===== src/rtl/fetch_sequencer.sv =====
// Program-counter sequencer for the program ROM: fetches one instruction, then executes it
// as a one-cycle strobe phase. Handles free-run and single-step operation.
module fetch_sequencer #(
  parameter int AW = 4,
  parameter int IW = 16
) (
  input  logic          clk,
  input  logic          rst,
  input  logic          run,
  input  logic          step,
  input  logic          zero_flag,
  input  logic [IW-1:0] instruction,
  output logic [AW-1:0] rom_addr,
  output logic [IW-1:0] ir,
  output logic [2:0]    rd_sel,
  output logic [2:0]    rs_sel,
  output logic [7:0]    imm,
  output logic [1:0]    alu_op,
  output logic          alu_src_imm,
  output logic          reg_we,
  output logic          out_we,
  output logic          retired
);

  localparam logic [1:0] IDLE  = 2'd0;
  localparam logic [1:0] FETCH = 2'd1;
  localparam logic [1:0] EXEC  = 2'd2;

  // Opcode classes, indexed by ir[15:12]
  localparam logic [15:0] WRITES_REG = 16'b0100_1000_0000_1110;
  localparam logic [15:0] USES_IMM   = 16'b0000_1000_0000_0010;

  localparam logic [3:0] OP_ADD  = 4'h2;
  localparam logic [3:0] OP_SUB  = 4'h3;
  localparam logic [3:0] OP_JMP  = 4'h8;
  localparam logic [3:0] OP_SUBI = 4'hB;
  localparam logic [3:0] OP_BR   = 4'hC;
  localparam logic [3:0] OP_MOV  = 4'hE;
  localparam logic [3:0] OP_OUT  = 4'hF;

  logic [1:0]    state_reg, state_next;
  logic [AW-1:0] pc_reg, pc_next;
  logic [IW-1:0] ir_reg, ir_next;
  logic          step_q_reg;
  logic          step_edge;
  logic          in_exec;
  logic [3:0]    opcode;
  logic [AW-1:0] target_pc;

  assign step_edge = step & ~step_q_reg;
  assign in_exec   = (state_reg == EXEC);
  assign opcode    = ir_reg[IW-1 -: 4];

  // zero_flag only matters while a br is executing, since target_pc is consumed in EXEC only
  always_comb begin
    target_pc = pc_reg + AW'(1);
    if (opcode == OP_JMP || (opcode == OP_BR && zero_flag)) begin
      target_pc = AW'(ir_reg[11:8]);
    end
  end

  always_comb begin
    state_next = state_reg;
    pc_next    = pc_reg;
    ir_next    = ir_reg;
    case (state_reg)
      IDLE: begin
        if (run || step_edge) begin
          state_next = FETCH;
        end
      end
      FETCH: begin
        ir_next    = instruction;
        state_next = EXEC;
      end
      EXEC: begin
        pc_next    = target_pc;
        state_next = run ? FETCH : IDLE;
      end
      default: state_next = IDLE;
    endcase
  end

  always_ff @(posedge clk) begin
    if (rst) begin
      state_reg  <= IDLE;
      pc_reg     <= '0;
      ir_reg     <= '0;
      step_q_reg <= 1'b0;
    end else begin
      state_reg  <= state_next;
      pc_reg     <= pc_next;
      ir_reg     <= ir_next;
      step_q_reg <= step;
    end
  end

  always_comb begin
    reg_we      = in_exec & WRITES_REG[opcode];
    out_we      = in_exec & (opcode == OP_OUT);
    alu_src_imm = in_exec & USES_IMM[opcode];
    retired     = in_exec;
    alu_op      = 2'b00;
    if (in_exec) begin
      case (opcode)
        OP_ADD:                 alu_op = 2'b01;
        OP_SUB, OP_SUBI:        alu_op = 2'b10;
        OP_MOV, OP_OUT:         alu_op = 2'b11;
        default:                alu_op = 2'b00;
      endcase
    end
  end

  assign rom_addr = pc_reg;
  assign ir       = ir_reg;
  assign rd_sel   = ir_reg[11:9];
  assign rs_sel   = ir_reg[8:6];
  assign imm      = ir_reg[7:0];

endmodule


===== config.mk =====
export PLATFORM = sky130hd
export DESIGN_NAME = fetch_sequencer
export DESIGN_NICKNAME = d
export VERILOG_FILES = /design/src/rtl/fetch_sequencer.sv
export SDC_FILE = /design/constraint.sdc
export NUM_CORES = 1
export LEC_CHECK = 0
export ABC_AREA = 1
export BUFFER_PORTS_ARGS = -buffer_cell sky130_fd_sc_hd__buf_4
export CAP_MARGIN = 10
export CORE_ASPECT_RATIO = 1.75
export CORE_MARGIN = 4
export CORE_UTILIZATION = 49
export CTS_CLUSTER_SIZE = 28
export DETAILED_ROUTE_END_ITERATION = 16
export HOLD_SLACK_MARGIN = 0.15
export PLACE_DENSITY = 0.95
export REMOVE_ABC_BUFFERS = 1
export SLEW_MARGIN = 15
export SYNTH_ARGS = -nofsm -noshare
export SYNTH_HDL_FRONTEND = slang
export SYNTH_SLANG_ARGS = --single-unit

===== constraint.sdc =====
create_clock -name clk -period 1.9 [get_ports clk]
set_clock_uncertainty 0.15 [all_clocks]
set_input_delay 0.095 -clock clk [delete_from_list [all_inputs] [get_ports clk]]
set_output_delay 0.095 -clock clk [all_outputs]
set_load 0.05 [all_outputs]

# After elaboration in Yosys (flattened, before gate mapping)
# Memories as Yosys holds them, arrays and structs flattened. A register that Yosys moved wholly into a read port is not among the register bits.
# Cells that the tools add are included.
word_totals:
  ff_bits: 23
  in_bits: 21
  romBits: 32
  memories: 2
  wordCells: 41
  out_inout_bits: 40
classes:
  bitwise_logic: 5
  order_cmp: 1
  mux: 12
  n_reduce_logical: 6
  add_sub_neg: 1
  eq_ne: 10
memory_table:
  columns: ["name", "words", "word_bits", "read_ports", "rd_clocked_by_memory_dff", "wr", "line", "text"]
  rows:
  - ["(name not given)", 16, 1, 1, 1, 0, "101", "alu_src_imm = in_exec & USES_IMM[opcode];"]
  - ["(name not given)", 16, 1, 1, 1, 0, "99", "reg_we = in_exec & WRITES_REG[opcode];"]
op_table:
  columns: ["cell", "count"]
  rows:
  - ["$eq 4x4->1 const B", 5]
  - ["$mux 4", 5]
  - ["$pmux 2 s3", 2]
  - ["$eq 4x2->1 const B", 2]
  - ["$lt 4x5->1 const B", 1]
  - ["$add 4x1->4 const B", 1]
  - ["$and 1x1->1", 4]
  - ["$mux 2", 2]
  - ["$reduce_or 2->1", 2]
  - ["$mux 1", 3]
  - ["$eq 2x1->1 const B", 1]
  - ["$eq 2x2->1 const B", 1]
  - ["$logic_not 2->1", 1]
  - ["$logic_or 1x1->1", 2]
  - ["$ne 2x2->1 const B", 1]
  - ["$logic_and 1x1->1", 1]
  - ["$not 1->1", 1]

# Logic depth before layout (Yosys ltp)
# Gate-level depths: netlist (run 1).
logic_depth:
  ltp_word: 5
  ltp_mapped: 9
  mapped_depth_nobuf: 9

# Least setup slack after synthesis (run 1)
# OpenSTA, ideal clock, no wires.
synth_timing:
  path_kind: "flip-flop to output port"
  startpoint: "register state_reg[1]"
  endpoint: "output port out_we"
  path_buffers: 0
  stages_incl_launch_ff: 5
  setup_slack_ns: -0.324
  t_arrival_ns: 1.979
  path_cell_list: "dfxtp_1 > inv_2 > nor2_4 > nand3_1 > nor3_1"
synth_between:
  elab_chain_len: 2
synth_rtl:
  columns: ["item", "line", "text"]
  rows:
  - ["from (decl)", "41", "logic [1:0] state_reg, state_next;"]
  - ["from (signal assigned)", "91", "state_reg <= state_next;"]
  - ["$eq 2x2->1", "51", "assign in_exec = (state_reg == EXEC);"]
  - ["named net retired", "22", "output logic retired"]
  - ["$and 1x1->1", "100", "out_we = in_exec & (opcode == OP_OUT);"]
  - ["to (decl)", "21", "output logic out_we,"]
# The timed path passes the listed nets, and every way through them passes these cells.

# Worst setup path in the final report (run 1)
layout_timing:
  startpoint: "register ir_reg[13] (netlist: ir[13])"
  endpoint: "register pc_reg[3] (netlist: rom_addr[3])"
layout_between:
  elab_chain_len: 4
  elab_cells_between_ends: 5
  classes_between: "2 x eq/ne; 1 x mux; 2 x reduce/logical"
layout_rtl:
  columns: ["item", "line", "text"]
  rows:
  - ["from (decl)", "43", "logic [IW-1:0] ir_reg, ir_next;"]
  - ["from (signal assigned)", "93", "ir_reg <= ir_next;"]
  - ["$eq 4x4->1", "57", "if (opcode == OP_JMP || (opcode == OP_BR && zero_flag)) begin"]
  - ["$logic_and 1x1->1", "57", null]
  - ["$logic_or 1x1->1 *", "57", null]
  - ["$mux 4 *", "57", null]
  - ["to (signal assigned)", "92", "pc_reg <= pc_next;"]
  - ["to (decl)", "42", "logic [AW-1:0] pc_reg, pc_next;"]
# Mark *: on every way between the ends. The rest lies on a longest branch, timed or not.
# A chain may end at the register's enable or synchronous reset.

==> run summary, run 1 <==
Most frequent cell after synthesis -> nor2_1
Antenna Nets Post-Route -> 0
Worst-skew pair later-pin latency -> 270 ps
Initial cell density of the core -> 50.8%
Combinational power share -> 37.0%
Post-synth ARST share -> 0%
Fin Hold WS -> 221 ps
Reg area -> 500 um2
Internal power -> 896 uW
Max-Cap Viols -> 0
Main synth FF type -> dfxtp_1
DR DRC count -> 0
GRT overflow -> 0
Psw -> 573 uW
Worst Tran Pin Value -> 458 ps
1st-pass router iterations -> 6
Gr usage total -> 23.6%
Area occupied by multi-input gates -> 526 um2
Clock power share -> 21.6%
Data arrival, critical path -> 1820 ps
Largest cells by area after synthesis -> dfxtp_1 40%, buf_4 8.9%, nor2_1 8.0%, o21ai_0 7.1%, inv_1 7.1%
Non-Filler Instances -> 268
Final Power -> 1470 uW
CTS tree -> built
Die ar. -> 0.00349 mm2
Initial DRC Count -> 36
Minimum clock period -> 1760 ps
CTS root buf -> clkbuf_8
Worst vdd ir -> 0.591 mV
Post-synth top cells -> 27 x nor2_1, 25 x dfxtp_1, 24 x inv_1
YS warnings -> 0
Final HPWL DP -> 2380 um
Crit path launch type -> register
Initial antenna violation count -> 0
Fin nets -> 265
Final setup fails -> 0
EDFF count, synth -> 0
Final worst-path cycle share -> 92.4%
Post-placement cell count -> 244
Cell area after synthesis -> 0.00127 mm2
Vias after detailed routing -> 1,371
N_diodes -> 0
Worst path max stage delay -> 560 ps
Yosys top cell by area -> dfxtp_1
Die W -> 46.4 um
Leakage power -> 0.000930 uW
Slew HR -> 69.3%
Vias in the first global route -> 1,380
P per Cell Area -> 784 mW/mm2
Post-CTS Setup Bufs -> 0
Core area -> 0.00249 mm2
Post-synthesis sequential area ratio -> 39.5%
CP Max Fanout -> 7
Layout cells sized above 1 -> 32.6%
Fin. Hold Viols -> 0
Fillcell total -> 163
FP Rows -> 24
IO Count -> 61
Status -> finished, final reports clean
CP Capture Type -> register
Max Root-Sink Buffers -> 2
Synthesized area per cell -> 7.24 um2
First-pass GRT wire length -> 6050 um
Number of max-slew violations in the final report -> 0
H-tree levels -> 1
Register share of total power -> 41.4%
Final wirelength -> 3710 um
Max Fclk -> 0.570 GHz
Pin count of the biggest net entering global routing -> 19
CTS Sinks -> 25
Wire per inst -> 13.9 um
Share of the synthesized area in the top cell type -> 39.5%
Post-DR vias/cell -> 5.12
Area growth from synthesis to layout -> 48.0%
Gpl congestion -> 0.814
Core Util, Final -> 75.2%
Clk slew on worst S/H paths -> 80 ps
Yosys reg bits -> 25
Max reg flops -> 16
Mapped Cells -> 175
IO buf count -> 60
Synth unique cells -> 23
CP required -> 1970 ps
Slowest cell on crit path -> dlygate4sd3_1
Die Y -> 75.2 um
Hold WC Path Type -> primary input to register
Net Sw Frac -> 39.0%
RSZ-0062 raised after global routing -> no
Cell chain of the critical path -> nor2_1, nand3_2, nand3_1, nand3_1, a21oi_1, dlygate4sd3_1
Library cell appearing most often on the critical path -> nand3_1
CTS Buf Count -> 3
Critical path class -> register to register
power groups by stage:
stage / logic, uW / clock network [uW] / registers (uW)
after floorplan: 136 / 0 / 818
after global placement: 492 / 0 / 615
after detailed placement: 499 / 0 / 617
after CTS: 534 / 316 / 605
after global routing: 576 / 331 / 616
final: 543 / 318 / 608
metal layers:
metal | part of all wire, % | GRT usage, % | wire [um]
met5 | 0 | 0 | 0
met4 | 3.9 | 13.3 | 146
met3 | 4.8 | 2.63 | 177
met2 | 57 | 44.9 | 2110
met1 | 35 | 23.0 | 1290
cell type report:
class,count,share of cell area (%)
Clock buffer,4,2.40
Inverter,30,6.01
Multi-Input combinational cell,102,28.0
Sequential cell,25,26.7
Tap cell,26,1.74
Timing Repair Buffer,81,35.1
kinds of logic (layout without fill, tap and decap cells):
kind of cell | Yosys count | in the layout | share of synthesized area, %
compound gates | 30 | 30 | 13.0
xor+xnor | 1 | 1 | 0.692
fa+ha+maj | 1 | 1 | 0.988
buf+inv | 48 | 115 | 19.4
flops | 25 | 25 | 39.5
simple gates | 70 | 70 | 26.4
worst paths after layout:
kind	start	to	slack (ps)	cells past startpoint
min	zero_flag	rom_addr[1]	220	7
max reg2reg	ir[13]	rom_addr[3]	140	6
min reg2reg	ir[1]	ir[1]	360	2
max	ir[13]	rom_addr[3]	140	6
cell usage in the layout (no fill, tap or decap), drive strengths merged, types with 4 or more instances in the layout:
| cell | count |
|---|---|
| nand3 | 13 |
| a21oi | 11 |
| o21ai | 19 |
| inv | 29 |
| nand2 | 21 |
| dfxtp | 25 |
| buf | 61 |
| clkbuf | 4 |
| nor2 | 31 |
| dlygate4sd3 | 20 |
per-stage QoR:
step                      worst slack (ps)  setup TNS [ps]  cell area, um2
after global placement                 516               0            1620
after CTS                              102               0            1870
final                                  144               0            1870
after detailed placement               497               0            1620
after floorplan                       -324            -442            1130
after global routing                  42.7               0            1870
critical path: cells and delay by family, from the launching register on:
family / cells / cell delay, ps
compound gates: 1 / 130
buf+inv: 1 / 560
flops: 1 / 370
simple gates: 4 / 500
timing repair:
| item | CTS | global route |
|---|---|---|
| resized for setup | 0 | 1 |
| hold buffers | 20 | 0 |
| endpoints found under the hold margin | 25 | 0 |
| endpoints found under the setup margin | 0 | 1 |
(Power assumes the default switching activity.)
==> run 2, diff against run 1 <==
- CORE_UTILIZATION: 49 -> 35
- MAX_ROUTING_LAYER: default -> met4
- PLACE_DENSITY: 0.95 -> 0.75
==> run summary, run 2 (synthesis gave the netlist of run 1 again) <==
Status -> finished, final reports clean (unchanged)
Crit path launch type -> register (unchanged)
Vias in the first global route -> 1,222 (was 1,380)
Leakage power -> 0.000940 uW (was 0.000930 uW)
Worst vdd ir -> 0.476 mV (was 0.591 mV)
CTS root buf -> clkbuf_8 (unchanged)
Worst Tran Pin Value -> 256 ps (was 458 ps)
Die ar. -> 0.00468 mm2 (was 0.00349 mm2)
Gr usage total -> 15.1% (was 23.6%)
CTS Buf Count -> 3 (unchanged)
Die W -> 53.5 um (was 46.4 um)
Max Root-Sink Buffers -> 2 (unchanged)
GRT overflow -> 0 (unchanged)
Final setup fails -> 0 (unchanged)
IO buf count -> 60 (unchanged)
CP required -> 1960 ps (was 1970 ps)
Area growth from synthesis to layout -> 51.3% (was 48.0%)
IO Count -> 61 (unchanged)
Clk slew on worst S/H paths -> 80 ps (about the same)
Slowest cell on crit path -> dlygate4sd3_1 (unchanged)
Hold WC Path Type -> primary input to register (unchanged)
Post-DR vias/cell -> 4.48 (was 5.12)
Max-Cap Viols -> 0 (unchanged)
Critical path class -> register to register (unchanged)
Final Power -> 1450 uW (was 1470 uW)
First-pass GRT wire length -> 5250 um (was 6050 um)
Met3 Resource Use GR -> 1.02% (was 2.63%)
Die Y -> 87.6 um (was 75.2 um)
Slew HR -> 82.9% (was 69.3%)
Data arrival, critical path -> 1830 ps (was 1820 ps)
Wire per inst -> 11.0 um (was 13.9 um)
Top cell family by delay on the critical path -> buffers and inverters (unchanged)
Core area -> 0.00343 mm2 (was 0.00249 mm2)
CP Capture Type -> register (unchanged)
Worst path max stage delay -> 550 ps (was 560 ps)
Met1 Track Usage GR -> 15.3% (was 23.0%)
Worst-skew pair later-pin latency -> 260 ps (was 270 ps)
Initial cell density of the core -> 36.9% (was 50.8%)
Final HPWL DP -> 2400 um (was 2380 um)
Fin. Hold Viols -> 0 (unchanged)
Max reg flops -> 16 (unchanged)
Gpl congestion -> 0.888 (was 0.814)
Final setup TNS -> 0 ps (unchanged)
P per Cell Area -> 755 mW/mm2 (was 784 mW/mm2)
Final wirelength -> 3170 um (was 3710 um)
Vias after detailed routing -> 1,294 (was 1,371)
Antenna Nets Post-Route -> 0 (unchanged)
Initial DRC Count -> 17 (was 36)
Worst path bufs/invs -> 1 (unchanged)
Most frequent cells in the layout -> 62 x buf_4, 27 x nor2_1, 25 x dfxtp_1 (was 61 x buf_4, 27 x nor2_1, 25 x dfxtp_1)
DR DRC count -> 0 (unchanged)
Fin nets -> 267 (was 265)
CTS tree -> built (unchanged)
Core Util, Final -> 55.8% (was 75.2%)
N_diodes -> 0 (unchanged)
RSZ-0062 raised after global routing -> no (unchanged)
Library cell appearing most often on the critical path -> nand3_1 (unchanged)
Grt peak-use layer -> met2 (unchanged)
Cell chain of the critical path -> nor2_1, nand3_2, nand3_1, nand3_1, a21oi_1, dlygate4sd3_1 (unchanged)
Met2 GRT Util -> 28.5% (was 44.9%)
FP Rows -> 28 (was 24)
Layout cells sized above 1 -> 32.8% (was 32.6%)
Initial antenna violation count -> 0 (unchanged)
H-tree levels -> 1 (unchanged)
Max Fclk -> 0.566 GHz (was 0.570 GHz)
Final worst-path cycle share -> 92.9% (was 92.4%)
Minimum clock period -> 1770 ps (was 1760 ps)
Most common cell after layout, fill and taps aside -> buf_4 (unchanged)
Number of max-slew violations in the final report -> 0 (unchanged)
Fin Hold WS -> 236 ps (was 221 ps)
CP Max Fanout -> 7 (unchanged)
1st-pass router iterations -> 4 (was 6)
Pin count of the biggest net entering global routing -> 18 (was 19)
CTS Sinks -> 25 (unchanged)
## run 2: changes by cell type in the layout (fill, tap and decap cells not counted), sizes merged
cell,before,now
buf,61,62
dlygate4sd3,20,21
## run 2: area by class of cell
cell class	instances	area [um2]
Clock buffer	4	45.0
Fill cell	347	1520
Inverter	30	113
Multi-Input combinational cell	102	526
Sequential cell	25	500
Tap cell	45	56.3
Timing Repair Buffer	83	676
## run 2: stage by stage
stage / instance area (um2) / cells / setup slack [ps]
after floorplan: 1130 / 157 / -324
after global placement: 1660 / 264 / 544
after detailed placement: 1660 / 264 / 508
after CTS: 1910 / 289 / 106
after global routing: 1920 / 289 / 8.13
final: 1920 / 289 / 135
## run 2: what timing repair did
item                                    CTS  global route
setup buffers                             0             0
hold endpoints to repair                 25             0
resized for setup                         0             1
hold buffers                             21             0
endpoints found under the setup margin    0             1
## run 2: path summary, 6_finish.rpt
path	from	end	slack (ps)	depth (start not counted)
min reg2reg	ir[10]	ir[10]	340	2
max	ir[13]	rom_addr[3]	130	6
min	zero_flag	rom_addr[1]	240	7
max reg2reg	ir[13]	rom_addr[3]	130	6
## run 2: routing by layer
metal	share of wire, %	wire length (um)	up-vias
met2	58	1830	30
li1	-	-	670
met3	4.5	144	2
met5	0	0	-
met4	1.2	38	0
met1	36	1150	592
## run 2: report_power, final
group,switching [uW],internal [uW],leakage (uW)
sequential,39.3,566,0.000206
combinational,353,182,0.000712
clock,157,150,0.0000228
## run 2: worst min-delay path, cell delays in order
cell and delay (ps):
buf_4 110, inv_1 40, nand2_1 70, nand3_2 130
o21ai_0 90, nand2_1 60, inv_1 30
==> run 3, diff against run 2 <==
- CORE_UTILIZATION: 35 -> 41
- PLACE_DENSITY: 0.75 -> 0.87
- clock period: 1.9 -> 1.5 ns (I/O delays scaled with it)
==> run summary, run 3 (synthesis gave the netlist of run 1 again) <==
Clock power share -> 21.2% (about the same)
Final wirelength -> 3510 um (was 3170 um)
Minimum clock period -> 1450 ps
Vias in the first global route -> 1,306 (was 1,222)
FP Rows -> 26 (was 28)
CP required -> 1270 ps (was 1960 ps)
Fin Hold WS -> 337 ps (was 236 ps)
Fin. Hold Viols -> 0 (unchanged)
1st-pass router iterations -> 4 (unchanged)
CTS tree -> built (unchanged)
CTS Sinks -> 25 (unchanged)
CP Max Fanout -> 4 (was 7)
Status -> finished, final reports clean (unchanged)
Net Sw Frac -> 38.6% (was 37.9%)
Final worst-path cycle share -> 96.9%
Wire per inst -> 12.2 um (was 11.0 um)
Initial DRC Count -> 24 (was 17)
Max reg flops -> 16 (unchanged)
Initial cell density of the core -> 42.8% (was 36.9%)
Final setup TNS -> 0 ps (unchanged)
Die Y -> 81.5 um (was 87.6 um)
Data arrival, critical path -> 1230 ps (was 1830 ps)
Non-Filler Instances -> 288 (was 289)
Critical path class -> register to output pin (was register to register)
Post-placement cell count -> 264 (unchanged)
Layout cells sized above 1 -> 38.2% (was 32.8%)
DR DRC count -> 0 (unchanged)
IO buf count -> 60 (unchanged)
Slowest cell on crit path -> dfxtp_2 (was dlygate4sd3_1)
Antenna Nets Post-Route -> 0 (unchanged)
Max Fclk -> 0.688 GHz
Post-DR vias/cell -> 4.62 (was 4.48)
RSZ-0062 raised after global routing -> yes (was no)
Area growth from synthesis to layout -> 55.2% (was 51.3%)
Worst-skew pair later-pin latency -> 270 ps (was 260 ps)
Top cell family by delay on the critical path -> simple AND/OR/NAND/NOR gates (was buffers and inverters)
Slew HR -> 87.3% (was 82.9%)
Worst path bufs/invs -> 2 (was 1)
Final setup fails -> 0 (unchanged)
Psw -> 720 uW (was 549 uW)
Core area -> 0.00296 mm2 (was 0.00343 mm2)
Die W -> 50.0 um (was 53.5 um)
Worst Tran Pin Value -> 189 ps (was 256 ps)
Met2 GRT Util -> 39.1% (was 28.5%)
Vias after detailed routing -> 1,330 (was 1,294)
Pin count of the biggest net entering global routing -> 18 (unchanged)
GRT overflow -> 0 (unchanged)
Worst vdd ir -> 0.678 mV (was 0.476 mV)
Most frequent cells in the layout -> 63 x buf_4, 27 x nor2_1, 23 x inv_1 (was 62 x buf_4, 27 x nor2_1, 25 x dfxtp_1)
Number of max-slew violations in the final report -> 0 (unchanged)
IO Count -> 61 (unchanged)
Crit path launch type -> register (unchanged)
Grt peak-use layer -> met2 (unchanged)
Post-CTS Setup Bufs -> 0 (unchanged)
Hold WC Path Type -> register to register (was primary input to register)
Hold Path Origin -> ir[9] (was zero_flag)
Fin nets -> 269 (was 267)
Register share of total power -> 41.4% (was 41.9%)
Worst path max stage delay -> 340 ps (was 550 ps)
Combinational power share -> 37.4% (was 37.0%)
Clk slew on worst S/H paths -> 90 ps (was 80 ps)
Gpl congestion -> 0.831 (was 0.888)
Die ar. -> 0.00408 mm2 (was 0.00468 mm2)
Met1 Track Usage GR -> 14.8% (was 15.3%)
Max-Cap Viols -> 0 (unchanged)
CTS root buf -> clkbuf_8 (unchanged)
First-pass GRT wire length -> 5620 um (was 5250 um)
Met3 Resource Use GR -> 2.72% (was 1.02%)
Fillcell total -> 260 (was 347)
Max Root-Sink Buffers -> 2 (unchanged)
Most common cell after layout, fill and taps aside -> buf_4 (unchanged)
P per Cell Area -> 948 mW/mm2 (was 755 mW/mm2)
Internal power -> 1140 uW (was 898 uW)
Cell chain of the critical path -> inv_2, nor2_4, nand3_2, nor3_4, buf_6 (was nor2_1, nand3_2, nand3_1, nand3_1, a21oi_1, dlygate4sd3_1)
Final HPWL DP -> 2490 um (was 2400 um)
H-tree levels -> 1 (unchanged)
Crit Reg-Reg Startpoint -> ir[12] (was ir[13])
Initial antenna violation count -> 0 (unchanged)
CTS Buf Count -> 3 (unchanged)
Leakage power -> 0.000967 uW (was 0.000940 uW)
Gr usage total -> 18.8% (was 15.1%)
N_diodes -> 0 (unchanged)
Crit path from -> state_reg[1] (was ir[13])
CP Capture Type -> output pin (was register)
-- run 3: cell types whose count changed in the layout (fill, tap and decap cells not counted), moves of 2 or more --
cell | previous run | this run
a21oi_1 | 10 | 8
a21oi_2 | 1 | 3
buf_6 | 0 | 2
dfxtp_1 | 25 | 20
dfxtp_2 | 0 | 5
-- run 3: area by class of cell --
type | instances | area [um2] | share of cell area (%)
clock buffers | 3 | 41.3 | 2.10
repair buffers | 85 | 696 | 35.4
clock inverters | 1 | 5.00 | 0.255
well taps | 42 | 52.6 | 2.67
multi-input cells | 102 | 549 | 27.9
inverters | 30 | 115 | 5.86
flip-flops and latches | 25 | 507 | 25.8
-- run 3: final timing paths --
path                               endpoint  slack [ps]  depth (start not counted)
worst max-delay path                 out_we          50                          5
worst min-delay path                  ir[9]         340                          2
worst max register to register  rom_addr[2]         190                          6
worst min register to register        ir[9]         340                          2
-- run 3: power groups by stage --
| stage | sequential [uW] | combinational [uW] | clock (uW) |
|---|---|---|---|
| 2_1_floorplan | 1040 | 172 | 0 |
| 3_3_place_gp | 780 | 635 | 0 |
| 3_5_place_dp | 782 | 644 | 0 |
| 4_1_cts | 768 | 689 | 404 |
| 5_1_grt | 782 | 741 | 426 |
| 6_report | 771 | 698 | 394 |
-- run 3: stage by stage --
step | instance area (um2) | power [uW] | setup WS [ps] | utilization, %
2_1_floorplan | 1130 | 1210 | -704 | -
3_5_place_dp | 1670 | 1430 | 124 | 56.6
5_1_grt | 1970 | 1950 | -19.5 | 66.4
6_report | 1970 | 1860 | 45.9 | 66.4
3_3_place_gp | 1670 | 1420 | 131 | 56.6
4_1_cts | 1930 | 1860 | 0.255 | 65.2
-- run 3: worst reg2reg max path, cell delays in order (launching register included) --
cell and delay (ps):
dfxtp_1 360, nor2_1 180, nand3_2 170, nand2_1 100
o21ai_0 70, o21ai_0 140, inv_1 50
-- run 3: timing repair --
action                     CTS  global route
pin swaps                    0             1
hold buffers                20             0
setup endpoints to repair    2             8
hold endpoints to repair    25             0
gates resized for setup      3            12
-- run 3: routing by layer --
layer  up-vias  share of wire, %
met1       606                33
met2        44                60
li1        676                 -
met4         0               2.0
met5         -                 0
met3         4               4.8
